### src/rtl/window_buffer_2d_pkg.sv
// hog_window_pkg: shared types and helpers for the 2D sliding-window generator.
//   state_t     - window generator phase (line buffers filling / windows streaming)
//   cnt_width   - bit width of a counter or address covering 0..n-1 (minimum 1)
//   win_offset  - bit offset of window element (r,c) in the flattened window bus
package hog_window_pkg;

  typedef enum logic {
    S_FILL,
    S_STREAM
  } state_t;

  function automatic int unsigned cnt_width(input int unsigned n);
    return (n <= 1) ? 1 : int'($clog2(n));
  endfunction

  function automatic int unsigned win_offset(input int unsigned r,
                                             input int unsigned c,
                                             input int unsigned kw,
                                             input int unsigned dw);
    return (r * kw + c) * dw;
  endfunction

endpackage

### src/rtl/window_buffer_2d_line_buffer.sv
// line_buffer: one image row of pixel storage with a single address port.
// The read is asynchronous, so during a write cycle rd_data still shows the
// word being replaced (read-before-write). Contents are never reset.
//   clk     - clock
//   we      - write enable (pixel handshake)
//   addr    - column address, shared by read and write
//   wr_data - word written at addr on the rising edge when we=1
//   rd_data - word currently stored at addr
module line_buffer
  import hog_window_pkg::*;
#(
  parameter int unsigned DATA_WIDTH = 8,
  parameter int unsigned DEPTH      = 64
) (
  input  logic                          clk,
  input  logic                          we,
  input  logic [cnt_width(DEPTH)-1:0]   addr,
  input  logic [DATA_WIDTH-1:0]         wr_data,
  output logic [DATA_WIDTH-1:0]         rd_data
);

  logic [DATA_WIDTH-1:0] mem [DEPTH];

  always_ff @(posedge clk) begin
    if (we) begin
      mem[addr] <= wr_data;
    end
  end

  assign rd_data = mem[addr];

endmodule

### src/rtl/window_buffer_2d.sv
// window_buffer_2d: streaming KERNEL_H x KERNEL_W sliding-window generator.
// Accepts a raster-order pixel stream and emits one window per accepted pixel
// once the window lies fully inside the image (no row straddling).
//   clk, rst   - clock and synchronous active-high reset
//   in_data    - pixel, raster order
//   in_valid   - pixel present
//   in_ready   - pixel accepted when in_valid && in_ready
//   out_data   - window, element (r,c) at [(r*KERNEL_W+c)*DATA_WIDTH +: DATA_WIDTH],
//                r=0 oldest row, c=0 leftmost column (newest pixel in the MSBs)
//   out_valid  - window present
//   out_ready  - downstream accepts window
//   out_last   - window whose newest pixel is the last pixel of the frame
module window_buffer_2d
  import hog_window_pkg::*;
#(
  parameter int unsigned DATA_WIDTH = 8,
  parameter int unsigned KERNEL_W   = 3,
  parameter int unsigned KERNEL_H   = 3,
  parameter int unsigned IMG_W      = 64,
  parameter int unsigned IMG_H      = 64
) (
  input  logic                                     clk,
  input  logic                                     rst,
  input  logic [DATA_WIDTH-1:0]                    in_data,
  input  logic                                     in_valid,
  output logic                                     in_ready,
  output logic [DATA_WIDTH*KERNEL_W*KERNEL_H-1:0]  out_data,
  output logic                                     out_valid,
  input  logic                                     out_ready,
  output logic                                     out_last
);

  localparam int unsigned CW = cnt_width(IMG_W);
  localparam int unsigned RW = cnt_width(IMG_H);
  localparam logic [CW-1:0] COL_MAX = CW'(IMG_W - 1);
  localparam logic [RW-1:0] ROW_MAX = RW'(IMG_H - 1);
  localparam bit MULTI_ROW = (KERNEL_H > 1);
  // Last row that only fills the line buffers.
  localparam logic [RW-1:0] FILL_LAST_ROW = RW'(MULTI_ROW ? KERNEL_H - 2 : 0);
  localparam state_t S_INIT = MULTI_ROW ? S_FILL : S_STREAM;

  state_t          state;
  state_t          state_nxt;
  logic [CW-1:0]   col;
  logic [RW-1:0]   row;
  logic            hs;
  logic            col_ok;
  logic            eligible;
  logic            row_end;
  logic            frame_end;

  logic [DATA_WIDTH-1:0] new_col [KERNEL_H];
  logic [DATA_WIDTH-1:0] win     [KERNEL_H][KERNEL_W];

  // ---------------------------------------------------------------- control
  assign row_end   = (col == COL_MAX);
  assign frame_end = row_end && (row == ROW_MAX);

  if (KERNEL_W > 1) begin : g_col_chk
    assign col_ok = (col >= CW'(KERNEL_W - 1));
  end else begin : g_col_any
    assign col_ok = 1'b1;
  end

  // State register
  always_ff @(posedge clk) begin
    if (rst) begin
      state <= S_INIT;
    end else begin
      state <= state_nxt;
    end
  end

  // Next-state logic
  always_comb begin
    state_nxt = state;
    case (state)
      S_FILL: begin
        if (hs && row_end && (row == FILL_LAST_ROW)) begin
          state_nxt = S_STREAM;
        end
      end
      S_STREAM: begin
        if (hs && frame_end && MULTI_ROW) begin
          state_nxt = S_FILL;
        end
      end
      default: state_nxt = S_INIT;
    endcase
  end

  // Output/handshake decode
  always_comb begin
    in_ready = out_ready || !out_valid;
    hs       = in_valid && in_ready;
    eligible = (state == S_STREAM) && col_ok;
  end

  // Raster counters and the single-stage output register flags
  always_ff @(posedge clk) begin
    if (rst) begin
      col       <= '0;
      row       <= '0;
      out_valid <= 1'b0;
      out_last  <= 1'b0;
    end else begin
      if (in_ready) begin
        out_valid <= hs && eligible;
        out_last  <= hs && eligible && frame_end;
      end
      if (hs) begin
        if (row_end) begin
          col <= '0;
          row <= (row == ROW_MAX) ? '0 : row + 1'b1;
        end else begin
          col <= col + 1'b1;
        end
      end
    end
  end

  // ----------------------------------------------------------- line buffers
  // Buffer k holds the row k+1 above the incoming one: buffer 0 is written
  // with the new pixel, each later buffer with the word its predecessor is
  // about to lose, so the whole column shifts up one row per handshake.
  if (MULTI_ROW) begin : g_lines
    logic [DATA_WIDTH-1:0] lb_rd [KERNEL_H-1];

    for (genvar k = 0; k < KERNEL_H - 1; k++) begin : g_lb
      logic [DATA_WIDTH-1:0] wr;

      if (k == 0) begin : g_head
        assign wr = in_data;
      end else begin : g_tail
        assign wr = lb_rd[k-1];
      end

      line_buffer #(
        .DATA_WIDTH (DATA_WIDTH),
        .DEPTH      (IMG_W)
      ) u_line (
        .clk     (clk),
        .we      (hs),
        .addr    (col),
        .wr_data (wr),
        .rd_data (lb_rd[k])
      );

      assign new_col[KERNEL_H-2-k] = lb_rd[k];
    end
  end

  assign new_col[KERNEL_H-1] = in_data;

  // ------------------------------------------------------ window shift reg
  always_ff @(posedge clk) begin
    if (rst) begin
      for (int unsigned r = 0; r < KERNEL_H; r++) begin
        for (int unsigned c = 0; c < KERNEL_W; c++) begin
          win[r][c] <= '0;
        end
      end
    end else if (hs) begin
      for (int unsigned r = 0; r < KERNEL_H; r++) begin
        for (int unsigned c = 0; c + 1 < KERNEL_W; c++) begin
          win[r][c] <= win[r][c+1];
        end
        win[r][KERNEL_W-1] <= new_col[r];
      end
    end
  end

  // The shift register only moves on a handshake, which cannot happen while
  // a window is stalled, so it doubles as the output data register.
  always_comb begin
    out_data = '0;
    for (int unsigned r = 0; r < KERNEL_H; r++) begin
      for (int unsigned c = 0; c < KERNEL_W; c++) begin
        out_data[win_offset(r, c, KERNEL_W, DATA_WIDTH) +: DATA_WIDTH] = win[r][c];
      end
    end
  end

endmodule

### config.mk
export PLATFORM = sky130hd
export DESIGN_NAME = window_buffer_2d
export DESIGN_NICKNAME = d
export VERILOG_FILES = /design/src/rtl/window_buffer_2d_pkg.sv /design/src/rtl/window_buffer_2d_line_buffer.sv /design/src/rtl/window_buffer_2d.sv
export SDC_FILE = /design/constraint.sdc
export NUM_CORES = 1
export LEC_CHECK = 0
export ABC_AREA = 1
export CORE_UTILIZATION = 63
export DETAILED_ROUTE_END_ITERATION = 10
export GPL_TIMING_DRIVEN = 0
export PLACE_DENSITY_LB_ADDON = 0.05
export SLEW_MARGIN = 25
export SYNTH_ARGS = -nofsm -noshare
export SYNTH_HDL_FRONTEND = slang
export SYNTH_SLANG_ARGS = --single-unit
### constraint.sdc
create_clock -name clk -period 5 [get_ports clk]
set_input_delay 0.75 -clock clk [delete_from_list [all_inputs] [get_ports clk]]
set_output_delay 0.75 -clock clk [all_outputs]
set_load 0.03 [all_outputs]
==> results of run 1 <==
-- per-layer routing --
layer  share of wire  vias up  wire length, um
met1            0.35    15367            50800
met2            0.46     2323            66900
met3            0.11      504            16500
met5         0.00012        -               18
li1                -    13853                -
met4           0.081        2            11800
-- per-stage QoR --
step / util / total power [mW]
finish: 0.748 / 27.5
CTS: 0.748 / 27.3
global route: 0.748 / 28.3
detailed placement: 0.696 / 19.2
global placement: 0.669 / 18.9
floorplan: - / 15.9
-- cell type report --
cell class,count,area (sq um),share of cell area
multi-input cells,2374,10700,0.203
inverters,85,324,0.00616
repair buffers,147,2240,0.0425
clock inverters,64,719,0.0137
clock buffers,144,2900,0.0551
well taps,940,1180,0.0223
flip-flops and latches,1117,33300,0.633
plain buffers,229,1270,0.0241
-- power groups by stage --
| stage | clock network (mW) | logic (mW) | registers [mW] |
|---|---|---|---|
| after global placement | 0 | 7.10 | 11.8 |
| after detailed placement | 0 | 7.60 | 11.6 |
| after global routing | 8.70 | 8.24 | 11.4 |
| after floorplan | 0 | 4.21 | 11.7 |
| final | 8.37 | 7.81 | 11.4 |
| after CTS | 8.34 | 7.64 | 11.4 |
-- registers in the layout, indices dropped and copies added, names as in the netlist, named ones only --
register	flops
out_valid	1
col	6
state	1
g_lines.g_lb.u_line.mem	1024
win	72
out_last	1
row	6
-- cell usage after synthesis --
cell type	n
buf_4	35
a211oi_1	1
nor3b_1	2
a21oi_1	27
nand4_2	1
o21ai_0	3
o22ai_1	1
clkbuf_1	44
edfxtp_1	1096
ha_1	4
buf_1	29
nor3_1	8
buf_6	20
nor4_1	2
nand2_1	1313
o32ai_1	2
inv_1	81
clkinv_4	1
buf_2	101
nand4_1	1
nand3_1	873
inv_2	3
nor2_4	1
dfxtp_1	21
nor2_1	135
-- worst min-delay path by stage --
stage	end	depth (start not counted)	start
after floorplan	out_last$_SDFFE_PP0N_	2	row[5]$_SDFFE_PP0P_
after global placement	out_last$_SDFFE_PP0N_	2	row[5]$_SDFFE_PP0P_
after detailed placement	out_last$_SDFFE_PP0N_	2	row[5]$_SDFFE_PP0P_
after CTS	g_lines.g_lb[0].u_line.mem[60][7]$_DFFE_PP_	1	in_data[7]
after global routing	g_lines.g_lb[0].u_line.mem[60][7]$_DFFE_PP_	1	in_data[7]
final	g_lines.g_lb[0].u_line.mem[60][7]$_DFFE_PP_	1	in_data[7]
-- worst max-delay path, delay by kind of cell --
family                 cells  cell delay [ns]
buffers and inverters      2             0.50
and+or+nand+nor            5             2.53
-- logic make-up (layout without fill, tap and decap cells) --
family,count (synthesis),after routing,share of synthesized area
AOI/OAI and AO/OA,34,34,0.00403
DFF,1117,1117,0.740
adders and majority gates,4,4,0.00111
buffers and inverters,314,669,0.0353
and+or+nand+nor,2336,2336,0.220
==> out/summary.txt, run 1 <==
Status -> completed
Tmin final -> 3.49 ns
Mapped Area -> 0.0451 sq mm
Synth warn -> 0
Most frequent cells in the layout -> 1304 x nand2_1, 1096 x edfxtp_1, 873 x nand3_1, 111 x clkbuf_16, 101 x buf_2
Die height -> 269 um
Setup Total Neg Slack -> 0 ns
Hpwl dp -> 99000 um
Die Footprint -> 0.0726 sq mm
Final std cells w/o fill -> 5100
Routed wire length -> 146000 um
Die width -> 269 um
Clock power share -> 0.304
Setup CP Type -> in -> reg
Period utilization -> 0.698
DRC -> 0
Total instance count after detailed placement -> 4892
F_max -> 287 MHz
Clk_lat worst skew -> 0.70 ns
Fillcell total -> 4530
Synth Register Bits -> 1117
Grt peak-use layer -> met2
Synth top area share -> 0.730
Final WS setup -> 1.51 ns
Maximum number of pins on one net before global-route repair -> 59
Number of global-route vias before repair -> 30.4k
Psw -> 9.38 mW
Crit path capture type -> flop
CP max stage cell -> nor2_4
Met1 Resource Use GR -> 0.529
Placement Rows -> 97
P_leak -> 19.0 nW
Commonest non-fill, non-tap cell in the layout -> nand2_1
Switching share of total power -> 0.340
Mapped Cells -> 3805
RD Place Congestion -> 0.997
CP Launch Point -> out_ready
Initial drt markers -> 4672
Clock root buffer -> clkbuf_16
CP Launch Type -> input port
CTS Hold Bufs -> 0
Area of the core -> 0.0704 sq mm
Critical-path cell list -> clkdlybuf4s50_1, inv_1, nand2_1, nand2_1, nor2_1, nand3_1, nor2_4
Internal Power -> 18.2 mW
Dominant cells by area after synthesis -> edfxtp_1 73%, nand2_1 11%, nand3_1 9.7%
First-pass GRT wire length -> 207000 um
P per Cell Area -> 523 mW/mm^2
DP Area -> 0.0490 sq mm
CTS tree -> built
Met3 layer usage reported by global route -> 0.0715
Logic pwr share -> 0.284
M2 GR Usage -> 0.629
HP Class -> in -> reg
I/O pin count -> 87
Final hold violation count -> 0
Avg Inst Size Synth -> 11.8 sq um
Worst path most repeated cell -> nand2_1
Remaining antenna violation count -> 0
Clock Skew -> 0.0311 ns
Final #Nets -> 4080
Clock tree sinks -> 1117
Antenna Cells -> 0
Slew Limit Fails -> 0
Slowest cell delay on critical path -> 0.95 ns
Max_cap viols -> 0
Total nets after synthesis -> 3821
Synth area leader -> edfxtp_1
Crit Path Max Fanout -> 16
Worst slack at placement -> 0.920 ns
Largest vdd supply drop -> 0.455 mV
Synth cell types -> 25
Share of cells above drive strength 1 -> 0.110
Register area share after synthesis -> 0.740
Initial antenna violation count -> 2
Initial Util -> 0.640
Post-CTS Setup Inserts -> 0
Critical path required time -> 5.32 ns
Syn-to-layout area delta -> 16.8%
Worst-margin pin slew -> 1.07 ns
RSZ-0062 raised after global routing -> no
CP arrival -> 3.81 ns
Worst r2r dst -> g_lines.g_lb[1].u_line.mem[24][1]$_DFFE_PP_
Final Cell Area -> 0.0526 sq mm
CTS Buf Count -> 110
Reg2Reg Depth -> 9
Via/cell ratio -> 6.28
Gr usage total -> 0.405
Critical Path End -> g_lines.g_lb[1].u_line.mem[6][3]$_DFFE_PP_
Final setup fails -> 0
Total congestion overflow -> 0
FF-to-FF setup slack -> 1.61 ns
Wire length per cell -> 28.6 um
Cts repair resizes -> 0
I/O Buffers -> 86
Final hold slack -> 0.391 ns
Largest buffer count on any clock path -> 3
H-tree depth -> 3
Max_slew headroom -> 0.285
Clk slew on worst S/H paths -> 0.06 ns
Via count -> 32.0k
Flop pwr share -> 0.412
Drt first pass iters -> 7
(Power assumes the default switching activity.)
==> run 2: changes to the inputs <==
Settings changed: CORE_UTILIZATION 63 to 62.
Clock period 5 ns to 3.4 ns, I/O delays scaled along.
==> run 2 against run 1 <==
  * Die area grew 1.6%
  * Via count down 0.15%
  * Utilization shrank 1.2 points
  * Clock skew grew 0.012 ns
  * Highest routed layer is now met4
  * Critical path type is now reg -> reg
  * Final area is 0.33% higher
==> out/summary.txt, run 2 (same netlist as run 1, synthesis figures left out) <==
Status -> completed (unchanged)
Largest vdd supply drop -> 0.604 mV (was 0.455 mV)
Period utilization -> 0.970
I/O Buffers -> 86 (unchanged)
Biggest register -> g_lines.g_lb.u_line.mem (unchanged)
Area of the core -> 0.0717 sq mm (was 0.0704 sq mm)
P_leak -> 19.1 nW (was 19.0 nW)
Die height -> 272 um (was 269 um)
First-pass GRT wire length -> 207000 um (about the same)
Remaining antenna violation count -> 0 (unchanged)
Final core occ -> 0.736 (was 0.748)
Critical path required time -> 3.81 ns (was 5.32 ns)
Most frequent cells in the layout -> 1304 x nand2_1, 1096 x edfxtp_1, 873 x nand3_1, 111 x clkbuf_16, 101 x buf_2 (unchanged)
Clock Skew -> 0.0430 ns (was 0.0311 ns)
Initial drt markers -> 4552 (was 4672)
CTS Hold Bufs -> 0 (unchanged)
Wire length per cell -> 29.0 um (was 28.6 um)
Final #Nets -> 4088 (was 4080)
Total congestion overflow -> 0 (unchanged)
Hpwl dp -> 102000 um (was 99000 um)
RD Place Congestion -> 1.01 (was 0.997)
Final hold slack -> 0.164 ns (was 0.391 ns)
P per Cell Area -> 763 mW/mm^2 (was 523 mW/mm^2)
Routed wire length -> 148000 um (was 146000 um)
CP arrival -> 3.71 ns (was 3.81 ns)
Crit path capture type -> flop (unchanged)
Gr usage total -> 0.404 (was 0.405)
Initial Util -> 0.628 (was 0.640)
Max reg flops -> 1024 (unchanged)
Final Cell Area -> 0.0528 sq mm (was 0.0526 sq mm)
Setup CP Type -> reg -> reg (was in -> reg)
Largest buffer count on any clock path -> 3 (unchanged)
Placement Rows -> 98 (was 97)
DRC -> 0 (unchanged)
Clk_lat worst skew -> 0.71 ns (was 0.70 ns)
Worst-margin pin slew -> 1.03 ns (was 1.07 ns)
HP Class -> in -> reg (unchanged)
Die width -> 272 um (was 269 um)
Die Footprint -> 0.0738 sq mm (was 0.0726 sq mm)
Fillcell total -> 4808 (was 4530)
Drt first pass iters -> 8 (was 7)
Clk slew on worst S/H paths -> 0.06 ns (about the same)
Share of cells above drive strength 1 -> 0.111 (was 0.110)
Initial antenna violation count -> 0 (was 2)
Biggest registers after layout -> g_lines.g_lb.u_line.mem x1024, win x72 (unchanged)
RSZ-0062 raised after global routing -> no (unchanged)
Max_slew headroom -> 0.314 (was 0.285)
CP Launch Type -> flop (was input port)
Clock tree sinks -> 1117 (unchanged)
Tmin final -> 3.30 ns
Via/cell ratio -> 6.25 (was 6.28)
Max_cap viols -> 0 (unchanged)
Clock root buffer -> clkbuf_16 (unchanged)
Via count -> 32.0k (about the same)
CTS tree -> built (unchanged)
Syn-to-layout area delta -> 17.2% (was 16.8%)
Commonest non-fill, non-tap cell in the layout -> nand2_1 (unchanged)
Setup Total Neg Slack -> 0 ns (unchanged)
F_max -> 303 MHz
Crit Path Max Fanout -> 36 (was 16)
Slew Limit Fails -> 0 (unchanged)
I/O pin count -> 87 (unchanged)
DP Area -> 0.0492 sq mm (was 0.0490 sq mm)
Final hold violation count -> 0 (unchanged)
Overall power -> 40.3 mW (was 27.5 mW)
Maximum number of pins on one net before global-route repair -> 55 (was 59)
Final setup fails -> 0 (unchanged)
CTS Buf Count -> 110 (unchanged)
H-tree depth -> 3 (unchanged)
Number of global-route vias before repair -> 29.8k (was 30.4k)
[run 2: cell count changes in the layout (fill, tap and decap cells not counted), sizes merged]
cell,delta
buf,+8
bufinv,-4
diode,+2
clkinvlp,-3
clkinv,+14
clkbuf,-8
[run 2: path summary, 6_finish.rpt]
path | depth (start not counted) | endpoint | from | slack [ns]
worst min-delay path | 1 | g_lines.g_lb[0].u_line.mem[24][2]$_DFFE_PP_ | in_data[2] | 0.16
worst min register to register | 2 | out_last$_SDFFE_PP0N_ | row[5]$_SDFFE_PP0P_ | 0.51
worst max register to register | 11 | g_lines.g_lb[1].u_line.mem[4][3]$_DFFE_PP_ | flop | 0.10
worst max-delay path | 11 | g_lines.g_lb[1].u_line.mem[4][3]$_DFFE_PP_ | flop | 0.10
[run 2: power by group]
group | total [mW] | internal, mW | switching (mW)
Sequential | 16.7 | 16.6 | 0.0892
Clock | 12.1 | 6.79 | 5.26
Combinational | 11.5 | 3.02 | 8.52
[run 2: metrics by stage]
stage                     setup slack [ns]  cells
after floorplan                      0.232   3805
after global placement               -2.32   4841
after detailed placement            -0.418   4910
after CTS                            0.142   5117
after global routing                0.0565   5117
final                                0.103   5119
[run 2: metal layers]
metal / global-route usage / wire length, um
met1: 0.528 / 51400
met2: 0.621 / 67800
met3: 0.0759 / 17500
met4: 0.273 / 11500
met5: 0 / 0
[run 2: worst max-delay path: stages, from the launching register on]
cell,delay [ns]
dfxtp_1,0.32
buf_2,0.23
buf_4,0.30
clkbuf_1,0.52
nand3_1,0.20
nand3_1,0.26
nand2_1,0.09
nand2_1,0.12
nand3_1,0.14
nand3_1,0.23
nand2_4,0.26
buf_12,0.27
[run 2: timing repair]
item	4_1_cts	5_1_grt
gates resized for setup	0	2
buffers inserted	0	0
setup endpoints to repair	0	28
[run 2: area by class of cell]
type,count,area (sq um),share of cell area
diodes,2,5.00,0.0000948
plain buffers,229,1270,0.0240
clock buffers,136,2870,0.0544
clock inverters,71,683,0.0129
inverters,85,324,0.00614
multi-input cells,2374,10700,0.202
flip-flops and latches,1117,33300,0.631
well taps,950,1190,0.0225
repair buffers,155,2460,0.0465
